`src/rtl/amp_spi_responder_pkg.sv`:
```
// Shared definitions for the amplifier SPI gain responder: frame width, gain codes, FSM states.
// Latency: n/a (constants, types and a pure helper function only).
// Backpressure: n/a.
package amp_pkg;

    localparam int AMP_FRAME_W = 8;

    // 4-bit gain codes carried in each nibble of a frame
    localparam logic [3:0] GAIN_OFF  = 4'b0000;
    localparam logic [3:0] GAIN_M1   = 4'b0001;
    localparam logic [3:0] GAIN_M2   = 4'b0010;
    localparam logic [3:0] GAIN_M5   = 4'b0011;
    localparam logic [3:0] GAIN_M10  = 4'b0100;
    localparam logic [3:0] GAIN_M20  = 4'b0101;
    localparam logic [3:0] GAIN_M50  = 4'b0110;
    localparam logic [3:0] GAIN_M100 = 4'b0111;

    typedef enum logic [1:0] {
        IDLE  = 2'd0,
        SHIFT = 2'd1,
        LATCH = 2'd2
    } resp_state_t;

    // Codes above GAIN_M100 are reserved on the real part.
    function automatic logic code_ok(input logic [7:0] frame);
        return (frame[7:4] <= 4'd7) && (frame[3:0] <= 4'd7);
    endfunction

endpackage

```
`src/rtl/amp_spi_responder_if.sv`:
```
// SPI gain-interface wires between the amplifier command initiator and its responder.
// Latency: n/a (wires only).
// Backpressure: none; the initiator owns sck/cs timing, the responder only echoes on amp_dout.
// Ports: spi_sck, spi_mosi, amp_cs (active low), amp_shdn (active high) from initiator; amp_dout back.
interface amp_spi_responder_if;
    logic spi_sck;
    logic spi_mosi;
    logic amp_cs;
    logic amp_shdn;
    logic amp_dout;

    modport master (output spi_sck, output spi_mosi, output amp_cs, output amp_shdn, input  amp_dout);
    modport slave  (input  spi_sck, input  spi_mosi, input  amp_cs, input  amp_shdn, output amp_dout);
endinterface

```
`src/rtl/amp_spi_responder_sync_edge.sv`:
```
// Multi-flop synchronizer for one asynchronous input, with registered rise/fall pulses.
// Latency: STAGES + 1 clocks from input change to level/rise/fall outputs.
// Backpressure: none; pulses are single-cycle and must be consumed when asserted.
// Ports: clock, reset_n, din (async) -> level (synchronized), rise, fall (one-cycle pulses).
module sync_edge #(
    parameter int STAGES = 2
) (
    input  logic clock,
    input  logic reset_n,
    input  logic din,
    output logic level,
    output logic rise,
    output logic fall
);
    // Fewer than two stages is not metastability-safe, so clamp up.
    localparam int N = (STAGES < 2) ? 2 : STAGES;

    logic [N-1:0] sync_q;
    logic         hist_q;

    always_ff @(posedge clock or negedge reset_n) begin
        if (!reset_n) begin
            sync_q <= '0;
            hist_q <= 1'b0;
            rise   <= 1'b0;
            fall   <= 1'b0;
        end else begin
            sync_q <= {sync_q[N-2:0], din};
            hist_q <= sync_q[N-1];
            rise   <= sync_q[N-1] & ~hist_q;
            fall   <= ~sync_q[N-1] & hist_q;
        end
    end

    // The history flop is cycle-aligned with the registered edge pulses.
    assign level = hist_q;

endmodule

```
`src/rtl/amp_spi_responder.sv`:
```
// SPI responder emulating the programmable amplifier: shifts in gain frames, echoes previous register.
// Latency: SYNC_STAGES + 2 clocks from an SPI pin edge to the resulting action; gain_valid/frame_error 1 clock after LATCH.
// Backpressure: none; the initiator paces frames, clock must be >= 4x spi_sck.
// Ports: clock, reset_n; spi (slave modport: sck, mosi, cs, shdn in, dout out);
//        gain_a, gain_b held codes; gain_valid / frame_error pulses; shutdown synchronized amp_shdn.
// Build option: define AMP_CODE_CHECK_EN to reject frames carrying reserved gain codes (nibble > 7).
module amp_spi_responder
    import amp_pkg::*;
#(
    parameter int FRAME_W     = AMP_FRAME_W,
    parameter int SYNC_STAGES = 2
) (
    input  logic                 clock,
    input  logic                 reset_n,
    amp_spi_responder_if.slave   spi,
    output logic [3:0]           gain_a,
    output logic [3:0]           gain_b,
    output logic                 gain_valid,
    output logic                 frame_error,
    output logic                 shutdown
);

    logic sck_lvl,  sck_rise,  sck_fall;
    logic mosi_lvl, mosi_rise, mosi_fall;
    logic cs_lvl,   cs_rise,   cs_fall;
    logic shdn_lvl, shdn_rise, shdn_fall;

    sync_edge #(.STAGES(SYNC_STAGES)) u_sync_sck  (.clock(clock), .reset_n(reset_n), .din(spi.spi_sck),
                                                   .level(sck_lvl),  .rise(sck_rise),  .fall(sck_fall));
    sync_edge #(.STAGES(SYNC_STAGES)) u_sync_mosi (.clock(clock), .reset_n(reset_n), .din(spi.spi_mosi),
                                                   .level(mosi_lvl), .rise(mosi_rise), .fall(mosi_fall));
    sync_edge #(.STAGES(SYNC_STAGES)) u_sync_cs   (.clock(clock), .reset_n(reset_n), .din(spi.amp_cs),
                                                   .level(cs_lvl),   .rise(cs_rise),   .fall(cs_fall));
    sync_edge #(.STAGES(SYNC_STAGES)) u_sync_shdn (.clock(clock), .reset_n(reset_n), .din(spi.amp_shdn),
                                                   .level(shdn_lvl), .rise(shdn_rise), .fall(shdn_fall));

    // Only the levels of mosi/shdn and the edges of sck/cs are meaningful here.
    logic unused_edges;
    assign unused_edges = ^{sck_lvl, mosi_rise, mosi_fall, shdn_rise, shdn_fall};

    resp_state_t            state_q, state_d;
    logic [AMP_FRAME_W-1:0] shift_q, shift_d;
    logic [AMP_FRAME_W-1:0] echo_q,  echo_d;
    logic [3:0]             cnt_q,   cnt_d;
    logic [3:0]             gain_a_d, gain_b_d;
    logic                   valid_d, err_d;
    logic                   frame_ok;

    always_ff @(posedge clock or negedge reset_n) begin
        if (!reset_n) begin
            state_q     <= IDLE;
            shift_q     <= '0;
            echo_q      <= '0;
            cnt_q       <= '0;
            gain_a      <= '0;
            gain_b      <= '0;
            gain_valid  <= 1'b0;
            frame_error <= 1'b0;
        end else begin
            state_q     <= state_d;
            shift_q     <= shift_d;
            echo_q      <= echo_d;
            cnt_q       <= cnt_d;
            gain_a      <= gain_a_d;
            gain_b      <= gain_b_d;
            gain_valid  <= valid_d;
            frame_error <= err_d;
        end
    end

    always_comb begin
        state_d  = state_q;
        shift_d  = shift_q;
        echo_d   = echo_q;
        cnt_d    = cnt_q;
        gain_a_d = gain_a;
        gain_b_d = gain_b;
        valid_d  = 1'b0;
        err_d    = 1'b0;

`ifdef AMP_CODE_CHECK_EN
        frame_ok = (cnt_q == 4'(FRAME_W)) && code_ok(shift_q);
`else
        frame_ok = (cnt_q == 4'(FRAME_W));
`endif

        if (shdn_lvl) begin
            // Shutdown overrides everything: gains cleared, any frame dropped silently.
            state_d  = IDLE;
            gain_a_d = GAIN_OFF;
            gain_b_d = GAIN_OFF;
        end else begin
            unique case (state_q)
                IDLE: begin
                    if (cs_fall) begin
                        state_d = SHIFT;
                        cnt_d   = '0;
                        shift_d = '0;
                        echo_d  = {gain_b, gain_a};
                    end
                end
                SHIFT: begin
                    // cs rising takes priority over a coincident sck edge.
                    if (cs_rise) begin
                        state_d = LATCH;
                    end else if (sck_rise && !cs_lvl) begin
                        shift_d = {shift_q[AMP_FRAME_W-2:0], mosi_lvl};
                        if (cnt_q != 4'hF) begin
                            cnt_d = cnt_q + 4'd1;
                        end
                    end else if (sck_fall && !cs_lvl) begin
                        echo_d = {echo_q[AMP_FRAME_W-2:0], 1'b0};
                    end
                end
                LATCH: begin
                    state_d = IDLE;
                    if (frame_ok) begin
                        gain_b_d = shift_q[7:4];
                        gain_a_d = shift_q[3:0];
                        valid_d  = 1'b1;
                    end else begin
                        err_d = 1'b1;
                    end
                end
                default: state_d = IDLE;
            endcase
        end
    end

    // Echo bit is only presented while a frame is being clocked.
    assign spi.amp_dout = (state_q == SHIFT) && echo_q[AMP_FRAME_W-1];
    assign shutdown     = shdn_lvl;

endmodule

```
`src/flat_wrapper.sv`:
```
// flat-port wrapper written by rule: the top's interface ports become plain ports
module amp_spi_responder_flat import amp_pkg::*;
#(
    parameter int FRAME_W     = AMP_FRAME_W,
    parameter int SYNC_STAGES = 2
)
  (clock, reset_n, gain_a, gain_b, gain_valid, frame_error, shutdown, spi_spi_sck, spi_spi_mosi, spi_amp_cs, spi_amp_shdn, spi_amp_dout);
  amp_spi_responder_if spi_i ();
  input  logic clock;
  input  logic reset_n;
  output logic [3:0] gain_a;
  output logic [3:0] gain_b;
  output logic gain_valid;
  output logic frame_error;
  output logic shutdown;
  input wire logic [$bits(spi_i.spi_sck)-1:0] spi_spi_sck;
  input wire logic [$bits(spi_i.spi_mosi)-1:0] spi_spi_mosi;
  input wire logic [$bits(spi_i.amp_cs)-1:0] spi_amp_cs;
  input wire logic [$bits(spi_i.amp_shdn)-1:0] spi_amp_shdn;
  output wire logic [$bits(spi_i.amp_dout)-1:0] spi_amp_dout;
  assign spi_i.spi_sck = spi_spi_sck;
  assign spi_i.spi_mosi = spi_spi_mosi;
  assign spi_i.amp_cs = spi_amp_cs;
  assign spi_i.amp_shdn = spi_amp_shdn;
  assign spi_amp_dout = spi_i.amp_dout;
  amp_spi_responder #(.FRAME_W(FRAME_W), .SYNC_STAGES(SYNC_STAGES)) u_core (.clock(clock), .reset_n(reset_n), .spi(spi_i), .gain_a(gain_a), .gain_b(gain_b), .gain_valid(gain_valid), .frame_error(frame_error), .shutdown(shutdown));
endmodule
```
`config.mk`:
```
export PLATFORM = sky130hd
export DESIGN_NAME = amp_spi_responder_flat
export DESIGN_NICKNAME = d
export VERILOG_FILES = /design/src/rtl/amp_spi_responder_pkg.sv /design/src/rtl/amp_spi_responder_if.sv /design/src/rtl/amp_spi_responder_sync_edge.sv /design/src/rtl/amp_spi_responder.sv /design/src/flat_wrapper.sv
export SDC_FILE = /design/constraint.sdc
export NUM_CORES = 1
export LEC_CHECK = 0
export ABC_AREA = 1
export CAP_MARGIN = 20
export CORE_MARGIN = 3
export CORE_UTILIZATION = 44
export DETAILED_ROUTE_END_ITERATION = 8
export MAX_ROUTING_LAYER = met4
export PLACE_DENSITY = 0.66
export SYNTH_ARGS = -nofsm -noshare
export SYNTH_HDL_FRONTEND = slang
export SYNTH_SLANG_ARGS = --single-unit
export TNS_END_PERCENT = 30
```
`constraint.sdc`:
```
create_clock -name clock -period 1.75 [get_ports clock]
set_input_delay 0.2625 -clock clock [delete_from_list [all_inputs] [get_ports clock]]
set_output_delay 0.2625 -clock clock [all_outputs]
set_load 0.05 [all_outputs]
```
==> impl_results.md <==
* Status: completed
* Placed cell count at between 200 and 300
* Vias in the first global route at around 1.4k
* R2R depth at 6
* Worst ir drop on vdd at around 0.67 mV
* RSZ-0062 raised after global routing: no
* Worst Hold Endpoint: u_core.u_sync_mosi.sync_q[1]
* Max_cap viols at 0
* PwrDens at 852 mW/mm^2
* Final Wtd Congestion at 0.756
* Gate Count Post-Synth at around 220
* Core ar. at 0.00417 sq mm
* Vias per cell at approximately 4.8
* Minimum clock period at between 1.5 and 2 ns
* CP top delay family: buffers and inverters
* Post-synthesis sequential area ratio at between 60% and 70%
* Largest net degree at the start of global routing at 36
* Hold path depth at 0
* Buf+Inv Stages, Crit Path at 1
* CP Cell Sequence: clkdlybuf4s50_1
* Die ar. at 0.00536 sq mm
* Max-slew violations at 0
* WL/cell at 11.9 um
* Rows at 23
* Global-route wire length before repair at 6310 um
* Drt drc at 0
* Clk_skew at about 0.009 ns
* Crit Path Max Fanout at 1
* Clock slew at reported path FFs at around 0.08 ns
* Hold/Removal Path Class: reg2reg
* Height of the die at 73.2 um
* Hold_sp: u_core.u_sync_mosi.sync_q[0]
* Yosys top cell area share at roughly 60%
* GRT Util Overall at between 15 and 20%
* Total number of vias at roughly 1.4k
* Maximum root-to-sink buffer count at 2
* Clock latency on the worst-skew pair at 0.30 ns
* Final setup violation count at 0
* Post-CTS setup buffers at 0
* Synth unique cells at 22
* Layout cell share with drive strength beyond 1 at 13.4%
* Synth top area cells: dfrtp_1, nand2_1, nand3_1, inv_1, nor2_1
* Setup tns final at 0 ns
* Fillers at 406
* WP data required at about 1.5 ns
* Final HPWL from detailed placement at 2570 um
* Slew margin rel. at 67.1%
* Die W at 73.2 um
* Finished Layout Cells at approximately 300
* Initial antenna violation count at 0
* Synthesis warning total at 0
* Initial DRC Count at 80
* FF+latch count, synth at 48
* Syn_nets at 229
* Antenna diode count at 0
* Leakage power at 1.24 nW
* Final net count at 253
* Mean Syn Cell Area at roughly 9 sq um
* Global route overflow at 0
* Commonest non-fill, non-tap cells in the layout: nand2_1, dfrtp_1, nand3_1
* CP arrival at 1.42 ns
* R2R Path End: u_core.cnt_q[0]
* Post-CTS sizing at 0
* Crit start category: flop
* FMAX at slightly below 0.6 GHz
* Yosys top cell by area: dfrtp_1
* First-pass detailed-route iteration total at 4
* FF-to-FF Start: u_core.state_q[0]
* Final hold vios at 0
* Tcrit/Tclk final at a little over nine tenths
* CP endpoint kind: output port
* Commonest non-fill, non-tap cell in the layout: nand2_1
* Mapped Area at approximately 0.0020 sq mm
* Worst-Margin Slew at 0.493 ns
* IO Pins at 18
* CTS Root Cell: clkbuf_8
* CP Class: reg2out
* CP max-delay cell: clkdlybuf4s50_1
* Final wirelength at 3530 um
* CTS sink cnt at between 40 and 50
* CTS tree: done
* CTS Buf Count at 5
* Worst reg2reg setup slack at 0.29 ns
* # H-tree levels at 2
* P&R area growth vs syn at 16.2%
* Post-route ant nets at 0
* Slowest cell delay on critical path at 0.79 ns
* Starting Density at 47.6%
* # port buffers at 17
per-layer routing:
layer  wire (um)  global-route usage [%]  vias up
li1            -                       -      736
met1        1760                    22.0      640
met2        1510                    21.4       25
met3         148                    4.27        9
met4         112                    8.40        0
met5           0                       -        -
area by class of cell:
cell class	count	area, sq um	area share (%)
Multi-Input combinational cell	149	677	29.3
Timing Repair Buffer	22	205	8.88
Sequential cell	48	1200	52.0
Inverter	19	71.3	3.09
Clock buffer	7	86.3	3.74
Tap cell	50	62.6	2.71
Clock inverter	1	7.51	0.325
worst max path at each step:
| stage | cells after the start | end | startpoint |
|---|---|---|---|
| 6_report | 1 | gain_valid | u_core.gain_valid |
| 5_1_grt | 1 | gain_valid | u_core.gain_valid |
| 4_1_cts | 1 | gain_valid | u_core.gain_valid |
| 3_5_place_dp | 8 | u_core.shift_q[6] | u_core.state_q[1] |
| 3_3_place_gp | 8 | u_core.shift_q[0] | u_core.state_q[1] |
| 2_1_floorplan | 4 | spi_amp_dout | u_core.state_q[1] |
cell usage after synthesis (all sizes together):
| library cell | count |
|---|---|
| inv | 18 |
| buf | 4 |
| nand4 | 2 |
| nand2 | 92 |
| clkbuf | 1 |
| o21ai | 1 |
| clkinv | 1 |
| dfrtp | 48 |
| ha | 2 |
| nor2 | 14 |
| nor3 | 1 |
| a21oi | 2 |
| nand3 | 34 |
| nor4 | 1 |
state kept, by name, summed over array words and instances (netlist names), 2 cells and up:
signal                     cells
u_core.shift_q                 8
u_core.u_sync_cs.sync_q        2
u_core.state_q                 2
u_core.gain_a                  4
u_core.gain_b                  4
u_core.echo_q                  8
u_core.u_sync_shdn.sync_q      2
u_core.cnt_q                   4
u_core.u_sync_sck.sync_q       2
u_core.u_sync_mosi.sync_q      2
per-stage QoR:
step / setup WS [ns] / power (mW) / hold slack, ns / util [%] / area, sq um
after global routing: 0.0215 / 2.06 / 0.363 / 55.4 / 2310
after global placement: 0.311 / 1.32 / 0.190 / 52.9 / 2210
after CTS: 0.0531 / 1.99 / 0.360 / 55.4 / 2310
final: 0.0694 / 1.97 / 0.356 / 55.4 / 2310
after floorplan: 0.0667 / 1.27 / -0.0331 / - / 1990
after detailed placement: 0.314 / 1.32 / 0.189 / 52.9 / 2210
power breakdown:
part	switching, mW	internal (mW)
combinational	0.0973	0.0457
clock	0.346	0.321
sequential	0.0217	1.14
total	0.465	1.50
logic make-up (layout without fill, tap and decap cells):
kind of cell             count (synthesis)  in the layout  synth area share, %
adder cells (fa/ha/maj)                  2              2                 1.26
buffers and inverters                   24             49                 5.54
AO/OA/AOI/OAI                            3              3                 1.51
flip-flops                              48             48                 60.4
AND/OR/NAND/NOR                        144            144                 31.3
timing repair:
item,in CTS,in global routing
setup endpoints to repair,0,0
hold buffers,1,0
hold endpoints to repair,13,0
(Power assumes the default switching activity.)
